$ cat src/rtl/addr_trans_pipe.sv
// addr_trans_pipe
//   Pipelined virtual-to-physical address translation stage. A request is
//   translated by (in priority order) direct mode, the DMW windows, or the
//   micro-TLB. A uTLB miss walks the main TLB through a single-outstanding
//   lookup port and refills the uTLB on a successful lookup.
//
// Ports
//   clk, reset            : clock, synchronous active-high reset
//   da, pg, plv, mat_csr  : CRMD mode bits, sampled in the accept cycle
//   dmw                   : NUM_DMW packed DMW CSRs, window i at [32*i+31:32*i]
//   utlb_flush            : clears every uTLB valid bit at the next edge
//   req_*                 : request channel (valid/ready)
//   resp_*                : response channel (valid/ready) with result flags
//   tlb_req_*, tlb_resp_* : main TLB lookup port used while walking
//   dbg_state             : current FSM state (0 = IDLE, 1 = WALK)
//
// Handshake: a transfer happens on a rising edge where valid & ready are
// both high. A producer holding valid keeps its payload stable until that
// edge; ready may depend on the state but never on the partner's valid.
module addr_trans_pipe #(
  parameter int NUM_DMW      = 2,
  parameter int UTLB_ENTRIES = 4,
  parameter int EN_TLB       = 1
) (
  input  logic                   clk,
  input  logic                   reset,
  input  logic                   da,
  input  logic                   pg,
  input  logic [1:0]             plv,
  input  logic [1:0]             mat_csr,
  input  logic [NUM_DMW*32-1:0]  dmw,
  input  logic                   utlb_flush,
  input  logic                   req_valid,
  output logic                   req_ready,
  input  logic [31:0]            req_vaddr,
  output logic                   resp_valid,
  input  logic                   resp_ready,
  output logic [31:0]            resp_paddr,
  output logic [1:0]             resp_mat,
  output logic                   resp_is_dmw,
  output logic                   resp_is_tlb,
  output logic                   resp_miss,
  output logic                   tlb_req_valid,
  output logic [19:0]            tlb_req_vpn,
  input  logic                   tlb_resp_valid,
  input  logic                   tlb_resp_found,
  input  logic [19:0]            tlb_resp_pfn,
  input  logic [1:0]             tlb_resp_mat,
  output logic                   dbg_state
);

  localparam int IDX_W = (UTLB_ENTRIES > 1) ? $clog2(UTLB_ENTRIES) : 1;

  typedef enum logic {IDLE = 1'b0, WALK = 1'b1} state_e;

  state_e state_q, state_d;

  // Response registers
  logic        resp_valid_q, resp_valid_d;
  logic [31:0] resp_paddr_q, resp_paddr_d;
  logic [1:0]  resp_mat_q,   resp_mat_d;
  logic        resp_dmw_q,   resp_dmw_d;
  logic        resp_tlb_q,   resp_tlb_d;
  logic        resp_miss_q,  resp_miss_d;

  // Walk context: VA and mat_csr captured at acceptance
  logic [31:0] walk_va_q,  walk_va_d;
  logic [1:0]  walk_mat_q, walk_mat_d;

  // uTLB storage
  logic [UTLB_ENTRIES-1:0] utlb_v_q;
  logic [19:0]             utlb_vpn_q [UTLB_ENTRIES];
  logic [19:0]             utlb_pfn_q [UTLB_ENTRIES];
  logic [1:0]              utlb_mat_q [UTLB_ENTRIES];
  logic [IDX_W-1:0]        rr_q;

  logic accept;
  logic fill_en;

  assign req_ready = (state_q == IDLE) && (!resp_valid_q || resp_ready);
  assign accept    = req_valid && req_ready;

  // ---------------- DMW lookup ----------------
  logic        dmw_hit;
  logic [31:0] dmw_pa;
  logic [1:0]  dmw_mat;
  logic [31:0] win;

  // Scanned from the highest index down so the lowest hitting window is
  // the last assignment and therefore wins.
  always_comb begin
    dmw_hit = 1'b0;
    dmw_pa  = 32'd0;
    dmw_mat = 2'd0;
    win     = 32'd0;
    for (int i = NUM_DMW - 1; i >= 0; i--) begin
      win = dmw[32*i +: 32];
      if (win[31:29] == req_vaddr[31:29] && win[plv]) begin
        dmw_hit = 1'b1;
        dmw_pa  = {win[27:25], req_vaddr[28:0]};
        dmw_mat = win[5:4];
      end
    end
  end

  // ---------------- uTLB lookup ----------------
  logic        utlb_hit;
  logic [19:0] utlb_pfn;
  logic [1:0]  utlb_mat;

  // Entries never share a VPN, so at most one can match.
  always_comb begin
    utlb_hit = 1'b0;
    utlb_pfn = 20'd0;
    utlb_mat = 2'd0;
    for (int i = 0; i < UTLB_ENTRIES; i++) begin
      if (utlb_v_q[i] && utlb_vpn_q[i] == req_vaddr[31:12]) begin
        utlb_hit = 1'b1;
        utlb_pfn = utlb_pfn_q[i];
        utlb_mat = utlb_mat_q[i];
      end
    end
  end

  // ---------------- combined lookup result ----------------
  logic [31:0] lk_pa;
  logic [1:0]  lk_mat;
  logic        lk_dmw, lk_tlb, lk_walk;

  always_comb begin
    lk_pa   = req_vaddr;
    lk_mat  = mat_csr;
    lk_dmw  = 1'b0;
    lk_tlb  = 1'b0;
    lk_walk = 1'b0;
    if (da && !pg) begin
      lk_pa  = req_vaddr;
    end else if (dmw_hit) begin
      lk_pa  = dmw_pa;
      lk_mat = dmw_mat;
      lk_dmw = 1'b1;
    end else if (EN_TLB != 0) begin
      if (utlb_hit) begin
        lk_pa  = {utlb_pfn, req_vaddr[11:0]};
        lk_mat = utlb_mat;
        lk_tlb = 1'b1;
      end else begin
        lk_walk = 1'b1;
      end
    end
  end

  // ---------------- victim selection ----------------
  logic             inv_found;
  logic [IDX_W-1:0] victim;

  always_comb begin
    inv_found = 1'b0;
    victim    = rr_q;
    for (int i = UTLB_ENTRIES - 1; i >= 0; i--) begin
      if (!utlb_v_q[i]) begin
        inv_found = 1'b1;
        victim    = IDX_W'(i);
      end
    end
  end

  // ---------------- FSM next state / response ----------------
  always_comb begin
    state_d      = state_q;
    resp_valid_d = resp_valid_q && !resp_ready;
    resp_paddr_d = resp_paddr_q;
    resp_mat_d   = resp_mat_q;
    resp_dmw_d   = resp_dmw_q;
    resp_tlb_d   = resp_tlb_q;
    resp_miss_d  = resp_miss_q;
    walk_va_d    = walk_va_q;
    walk_mat_d   = walk_mat_q;
    fill_en      = 1'b0;
    case (state_q)
      IDLE: begin
        if (accept) begin
          if (lk_walk) begin
            state_d    = WALK;
            walk_va_d  = req_vaddr;
            walk_mat_d = mat_csr;
          end else begin
            resp_valid_d = 1'b1;
            resp_paddr_d = lk_pa;
            resp_mat_d   = lk_mat;
            resp_dmw_d   = lk_dmw;
            resp_tlb_d   = lk_tlb;
            resp_miss_d  = 1'b0;
          end
        end
      end
      WALK: begin
        // The response slot is empty here: entering WALK required it to be
        // empty or draining on the accept edge, and a miss loads nothing.
        if (tlb_resp_valid) begin
          state_d      = IDLE;
          resp_valid_d = 1'b1;
          resp_dmw_d   = 1'b0;
          resp_tlb_d   = 1'b1;
          if (tlb_resp_found) begin
            resp_paddr_d = {tlb_resp_pfn, walk_va_q[11:0]};
            resp_mat_d   = tlb_resp_mat;
            resp_miss_d  = 1'b0;
            fill_en      = 1'b1;
          end else begin
            resp_paddr_d = walk_va_q;
            resp_mat_d   = walk_mat_q;
            resp_miss_d  = 1'b1;
          end
        end
      end
      default: state_d = IDLE;
    endcase
  end

  always_ff @(posedge clk) begin
    if (reset) begin
      state_q      <= IDLE;
      resp_valid_q <= 1'b0;
      resp_paddr_q <= 32'd0;
      resp_mat_q   <= 2'd0;
      resp_dmw_q   <= 1'b0;
      resp_tlb_q   <= 1'b0;
      resp_miss_q  <= 1'b0;
      walk_va_q    <= 32'd0;
      walk_mat_q   <= 2'd0;
    end else begin
      state_q      <= state_d;
      resp_valid_q <= resp_valid_d;
      resp_paddr_q <= resp_paddr_d;
      resp_mat_q   <= resp_mat_d;
      resp_dmw_q   <= resp_dmw_d;
      resp_tlb_q   <= resp_tlb_d;
      resp_miss_q  <= resp_miss_d;
      walk_va_q    <= walk_va_d;
      walk_mat_q   <= walk_mat_d;
    end
  end

  // uTLB update: flush beats a same-cycle fill and leaves the pointer alone.
  always_ff @(posedge clk) begin
    if (reset) begin
      utlb_v_q <= '0;
      rr_q     <= '0;
      for (int i = 0; i < UTLB_ENTRIES; i++) begin
        utlb_vpn_q[i] <= 20'd0;
        utlb_pfn_q[i] <= 20'd0;
        utlb_mat_q[i] <= 2'd0;
      end
    end else if (utlb_flush) begin
      utlb_v_q <= '0;
    end else if (fill_en) begin
      utlb_v_q[victim]   <= 1'b1;
      utlb_vpn_q[victim] <= walk_va_q[31:12];
      utlb_pfn_q[victim] <= tlb_resp_pfn;
      utlb_mat_q[victim] <= tlb_resp_mat;
      if (!inv_found) begin
        rr_q <= rr_q + 1'b1;
      end
    end
  end

  // Only the window tag, PLV enables, MAT and PSEG fields of each DMW matter.
  logic dmw_unused;
  assign dmw_unused = ^dmw;

  assign resp_valid    = resp_valid_q;
  assign resp_paddr    = resp_paddr_q;
  assign resp_mat      = resp_mat_q;
  assign resp_is_dmw   = resp_dmw_q;
  assign resp_is_tlb   = resp_tlb_q;
  assign resp_miss     = resp_miss_q;
  assign tlb_req_valid = (state_q == WALK);
  assign tlb_req_vpn   = walk_va_q[31:12];
  assign dbg_state     = state_q;

endmodule

$ cat config.mk
export PLATFORM = sky130hd
export DESIGN_NAME = addr_trans_pipe
export DESIGN_NICKNAME = d
export VERILOG_FILES = /design/src/rtl/addr_trans_pipe.sv
export SDC_FILE = /design/constraint.sdc
export NUM_CORES = 1
export LEC_CHECK = 0
export BUFFER_PORTS_ARGS = -buffer_cell sky130_fd_sc_hd__buf_2
export CAP_MARGIN = 10
export CORE_ASPECT_RATIO = 2
export CORE_MARGIN = 2
export CORE_UTILIZATION = 25
export DETAILED_ROUTE_END_ITERATION = 7
export MAX_ROUTING_LAYER = met4
export SETUP_SLACK_MARGIN = 0.1
export SYNTH_ARGS = -nofsm -noshare
export SYNTH_HDL_FRONTEND = slang
export SYNTH_SLANG_ARGS = --single-unit
$ cat constraint.sdc
create_clock -name clk -period 11.3 [get_ports clk]
set_clock_uncertainty 0.15 [all_clocks]
set_input_delay 1.13 -clock clk [delete_from_list [all_inputs] [get_ports clk]]
set_output_delay 1.13 -clock clk [all_outputs]
set_load 0.01 [all_outputs]
==> results.cfg, run 1 <==
[sta]
fin_crit_sh_pct = 41.6
min_period_ns = 4.70
worstMarginPinSlew_ns = 1.19
slew_viol_final = 0
finalWorstSetupSlack_ns = 6.60
report.final.setup_viol = 0
fmax_mhz = 213
hold_viol_final = 0
slew_headroom_pct = 19.8
rsz0062_at_grt = no
setup_tns_ns = 0

[placed_design]
io_buffers = 151
dpl_cell_area_um2 = 13800
dpl.hpwl_mm = 31.0
place_congestion = 0.959
dpl_worst_slack_ns = 6.07

[worst_setup_path]
critical_path_class = input port to register
cp.required_ns = 11.60
path_cells = buf_2 -> xnor2_1 -> nand4_1 -> nor4_1 -> and4_1 -> or4_2 -> a211oi_1 -> a211oi_1
slowest_stage = or4_2
end_kind = register
max_stage_delay_ns = 1.00
start_kind = input port
path_delay_family = simple AND/OR/NAND/NOR gates
cp.arrival_ns = 5.00
crit_fanout = 52
critPathBufInv = 1
critPathMostFrequentCell = a211oi_1

[floorplan]
core_um2 = 49900
num_rows = 116
initial_core_util_pct = 25.3
die_h_um = 322
fp.dieW_um = 163
ios = 192
die-area_um2 = 52400

[cells_and_area]
layout_common_cells = 170 x and2_1, 168 x edfxtp_1, 151 x buf_2, 78 x dfxtp_1, 64 x a21oi_1
final_layout_size_suffix_gt1_share_pct = 19.8
area_growth_pct = 15.0
stdcell_area_um2 = 14500
multi_input_area_um2 = 5270
fillCellCount = 5198
regArea_um2 = 6630
final_common_cell = and2_1
final_nets = 1373

[clocking]
cts_tree = built
post_cts_resized = 0
clk_latency_ns = 0.56
numCtsBuffers = 23
cts_setup_buffers = 0
clock_sinks = 247
clkTransAtPathRegs_ns = 0.07
cts_root_buf = clkbuf_16
htree_levels = 1
hold_buffers = 0
cts_buffer_depth = 3

[synthesis]
netlist_instances = 1157
synth_area_leaders = edfxtp_1 40%, dfxtp_1 13%, and2_1 8.5%, xnor2_1 4.0%, mux2i_1 2.7%
synth_top_area_share_pct = 40.0
ys.flop_type = edfxtp_1
yosysTopAreaCell = edfxtp_1
syn_avg_cell_area_um2 = 10.9
yosysWarnings = 0
synth_edf_count = 168
syn_area_um2 = 12600
ys_seq_area_share_pct = 52.5
syn_nets = 1288
synthArstFlopShare_pct = 0
synthDistinctLibCells = 63
ys_ff_latch = 247

[drt]
drtAntennaViolNets = 0
vias = 9424
route.detailed.drc = 0
drt-vias-per-instance = 4.93
first_iter_violations = 695
wire_per_inst_um = 22.8
routed_wl_mm = 43.6
drt_first_pass_iters = 5

[pwr]
p_per_area_nw_per_um2 = 143
ir_drop_v = 0.000130
p_leak_uw = 0.00531

[run_status]
status = completed

[grt]
antenna_found_initial = 2
first_global_vias = 9575
grt_pass1_wl_mm = 62.9
grt_overflow = 0
grt_max_degree = 66
grt.total_usage_pct = 16.8

[min_path]
hp-class = register to register

[run]
max_cap_violations = 0
## synthesized netlist by cell type (all sizes together), types with 6 or more instances
cell type,number
nand2,22
nor3,6
o22a,17
dfxtp,79
clkbuf,52
nor2,53
and2,171
nand4,28
xor2,26
mux2i,34
inv,40
a211oi,25
a221o,10
xnor2,63
a21boi,17
buf,62
nand3,63
a21oi,64
nor4,14
o22ai,11
edfxtp,168
o2111ai,17
o32ai,17
o21ai,38
## report_power, final
group / switching, µW / internal, µW / total (µW)
Sequential: 31.4 / 1010 / 1040
Combinational: 180 / 90.8 / 270
Clock: 357 / 415 / 773
Total: 568 / 1510 / 2080
## tightest hold or removal path, delay by kind of cell, from the launching register on
kind	cells	cell delay, ns
buf+inv	1	0.05
flops	1	0.31
compound gates	1	0.06
## cell type report
cell class,count,share of cell area [%]
Clock buffer,37,4.69
Antenna cell,2,0.0345
Sequential cell,247,45.7
Timing Repair Buffer,174,6.40
Clock inverter,5,0.241
Multi-Input combinational cell,755,36.3
Inverter,41,1.06
Tap cell,649,5.59
## kinds of logic (layout without fill, tap and decap cells)
family	after synthesis	in the layout	synth area share, %
xor gates and xnor gates	89	89	6.53
other	0	2	0
buffers and inverters	155	257	6.24
muxes	36	36	3.05
and+or+nand+nor	390	390	17.8
DFF	247	247	52.5
AOI/OAI and AO/OA	240	240	13.9
## flip-flops by register name (all words and copies together), names as in the netlist
signal,count
walk_mat_q,2
resp_miss,1
resp_paddr,32
rr_q,2
utlb_pfn_q,80
utlb_mat_q,8
resp_mat,2
utlb_vpn_q,80
utlb_v_q,4
dbg_state,1
resp_is_dmw,1
resp_valid,1
walk_va_q,32
resp_is_tlb,1
## metrics by stage
| stage | std cells | hold slack, ns | total power, µW | util, % |
|---|---|---|---|---|
| 6_report | 1910 | 0.309 | 2080 | 29.1 |
| 5_1_grt | 1910 | 0.322 | 2140 | 29.1 |
| 4_1_cts | 1908 | 0.313 | 2090 | 29.1 |
| 3_5_place_dp | 1866 | 0.302 | 1330 | 27.6 |
| 3_3_place_gp | 1865 | 0.294 | 1320 | 27.6 |
| 2_1_floorplan | 1157 | 0.304 | 1220 | - |
## path summary, 6_finish.rpt
kind	slack, ns	endpoint	cells after the start	startpoint
worst max register to register	6.98	resp_paddr[3]$_SDFFE_PP0P_	7	utlb_vpn_q[3][4]$_DFFE_PP_
worst max-delay path	6.60	resp_paddr[3]$_SDFFE_PP0P_	8	req_vaddr[16]
worst min register to register	0.31	resp_paddr[24]$_SDFFE_PP0P_	2	resp_paddr[24]$_SDFFE_PP0P_
worst min-delay path	0.31	resp_paddr[24]$_SDFFE_PP0P_	2	resp_paddr[24]$_SDFFE_PP0P_
## layer usage
| metal | part of all wire, % | wire (µm) | track usage [%] |
|---|---|---|---|
| met1 | 33 | 14600 | 15.8 |
| met4 | 6.5 | 2840 | 10.1 |
| met5 | 0 | 0 | - |
| met2 | 56 | 24500 | 32.1 |
| met3 | 3.7 | 1630 | 1.80 |
(Power assumes the default switching activity.)
==> run 2, diff against run 1 <==
- ABC_AREA: not set -> 1
- clock period: 11.3 -> 4.7 ns (I/O delays scaled with it)
==> run 2 against run 1 <==
Clock power grew 120%; first-iteration DRC count grew 32%; sequential power grew 140%; critical path type is now register to register; critical endpoint is now resp_is_dmw$_SDFFE_PP0P_; largest power group unchanged; die area grew 0.63%.
==> results.cfg, run 2 <==
[grt]
grt_max_degree = 64
antenna_found_initial = 9
grt_overflow = 0
grt.total_usage_pct = 16.7
first_global_vias = 10800
grt_pass1_wl_mm = 64.1

[sta]
min_period_ns = 3.39
hold_viol_final = 0
fmax_mhz = 295
rsz0062_at_grt = no
slew_viol_final = 0
finalWorstSetupSlack_ns = 1.31
worstMarginPinSlew_ns = 0.954
report.final.setup_viol = 0
setup_tns_ns = 0
slew_headroom_pct = 36.4
fin_crit_sh_pct = 72.2

[floorplan]
num_rows = 116
fp.dieW_um = 163
die-area_um2 = 52700
ios = 192
core_um2 = 50100
die_h_um = 323
initial_core_util_pct = 25.4

[clocking]
clock_sinks = 247
cts_tree = built
cts_root_buf = clkbuf_16
cts_setup_buffers = 0
numCtsBuffers = 21
cts_buffer_depth = 3
hold_buffers = 0
post_cts_resized = 0
htree_levels = 1
clkTransAtPathRegs_ns = 0.07
clk_latency_ns = 0.54

[worst_setup_path]
start_kind = register
critical_path_class = register to register
r2r-start = utlb_vpn_q[0][5]$_SDFFCE_PN0P_
rr_endpoint = resp_is_dmw$_SDFFE_PP0P_
crit_cells = 16
path_delay_family = simple AND/OR/NAND/NOR gates
cp.required_ns = 5.00
critPathBufInv = 3
slowest_stage = edfxtp_1
reg2reg_depth = 16
path_cells = inv_1 -> nand2_1 -> nand2_1 -> nor2_1 -> nand2_1 -> nor2_1 -> nand3_1 -> nand2_1 -> nor2_4 -> nand3_2 -> nand2_2 -> nand2_2 -> buf_4 -> inv_1 -> nand2_1 -> a21oi_1
cp.arrival_ns = 3.70
critPathLaunch = utlb_vpn_q[0][5]$_SDFFCE_PN0P_
end_kind = register
critPathMostFrequentCell = nand2_1
max_stage_delay_ns = 0.41
crit_fanout = 16
r2r_slack_ns = 1.31

[placed_design]
dpl_cell_area_um2 = 14000
place_congestion = 0.931
dpl.hpwl_mm = 31.7
dpl_worst_slack_ns = 0.965
io_buffers = 151

[drt]
first_iter_violations = 917
wire_per_inst_um = 18.3
drt_first_pass_iters = 5
routed_wl_mm = 43.9
top_layer_used = met4
drt-vias-per-instance = 4.59
drtAntennaViolNets = 0
wl_met3_mm = 1.99
wl_met2_mm = 23.4
wl_met1_mm = 15.4
route.detailed.drc = 0
vias = 11000

[min_path]
whs_path_depth = 2
hold_start = reset
min_to = dbg_state$_SDFF_PP0_
hp-class = input port to register

[synthesis]
ys_ff_latch = 247
ys_top_cells_by_count = 357 x nor2_1, 350 x nand2_1, 197 x inv_1, 168 x edfxtp_1, 127 x o21ai_0
synth_top_area_share_pct = 39.7
synth_edf_count = 168
netlist_instances = 1626
syn_nets = 1757
yosysWarnings = 0
ys_seq_area_share_pct = 52.2
yosysMostFrequentCell = nor2_1
syn_area_um2 = 12700
syn_avg_cell_area_um2 = 7.81
synthDistinctLibCells = 39
synth_area_leaders = edfxtp_1 40%, dfxtp_1 12%, nor2_1 11%, nand2_1 10%, inv_1 5.8%
ys.flop_type = edfxtp_1
synthArstFlopShare_pct = 0
yosysTopAreaCell = edfxtp_1

[pwr]
ir_drop_v = 0.000158
p_per_area_nw_per_um2 = 335
p_total_uw = 4910
p_leak_uw = 0.00650

[cells_and_area]
layout_common_cells = 357 x nor2_1, 347 x nand2_1, 196 x inv_1, 168 x edfxtp_1, 151 x buf_2
largestRegisters = utlb_pfn_q x80, utlb_vpn_q x80
stdcell_area_um2 = 14600
final_layout_size_suffix_gt1_share_pct = 15.1
final_nets = 1861
area_growth_pct = 15.3
final_common_cell = nor2_1
fillCellCount = 5355

[run]
max_cap_violations = 0

[run_status]
status = completed
-- run 2: changes by cell type after synthesis, moves of 51 or more --
cell / before / now
xnor2_1: 57 / 6
inv_1: 40 / 197
nand2_1: 22 / 350
and2_1: 171 / 0
o21ai_0: 26 / 127
nor2_1: 53 / 357
-- run 2: stage by stage --
step / instances / utilization (%) / hold slack (ns)
floorplan: 1626 / - / 0.270
global placement: 2356 / 27.9 / 0.281
detailed placement: 2356 / 27.9 / 0.287
CTS: 2394 / 29.2 / 0.0499
global route: 2402 / 29.2 / 0.0651
finish: 2402 / 29.2 / 0.0610
-- run 2: power by group --
group	switching, µW	internal [µW]
Combinational	474	201
Sequential	66.2	2440
Clock	813	919
Total	1350	3560
-- run 2: worst max-delay path by stage --
stage	end	slack, ns
final	resp_is_dmw$_SDFFE_PP0P_	1.31
after global routing	resp_is_dmw$_SDFFE_PP0P_	1.13
after CTS	resp_is_dmw$_SDFFE_PP0P_	1.35
after detailed placement	resp_is_dmw$_SDFFE_PP0P_	0.97
after global placement	resp_is_dmw$_SDFFE_PP0P_	1.04
after floorplan	utlb_mat_q[3][0]$_DFFE_PP_	1.17
-- run 2: final cells by class --
| class | instances | area (µm²) | share of cell area [%] |
|---|---|---|---|
| clock buffers | 30 | 579 | 3.96 |
| inverters | 216 | 811 | 5.54 |
| multi-input cells | 1066 | 4760 | 32.5 |
| well taps | 649 | 812 | 5.55 |
| clock inverters | 8 | 68.8 | 0.470 |
| diodes | 8 | 20.0 | 0.137 |
| flip-flops and latches | 247 | 6630 | 45.3 |
| repair buffers | 178 | 958 | 6.55 |
-- run 2: cells by family after synthesis --
| kind of cell | Yosys count | synth area share (%) |
|---|---|---|
| flops | 247 | 52.2 |
| simple gates | 805 | 26.4 |
| xor+xnor | 11 | 0.759 |
| compound gates | 250 | 10.1 |
| buf+inv | 313 | 10.5 |
-- run 2: metal layers --
metal  global-route usage, %  up-vias
li1                        -     5358
met1                    16.9     5163
met2                    30.1      351
met3                    1.79      144
met4                    11.2        0
met5                       -        -
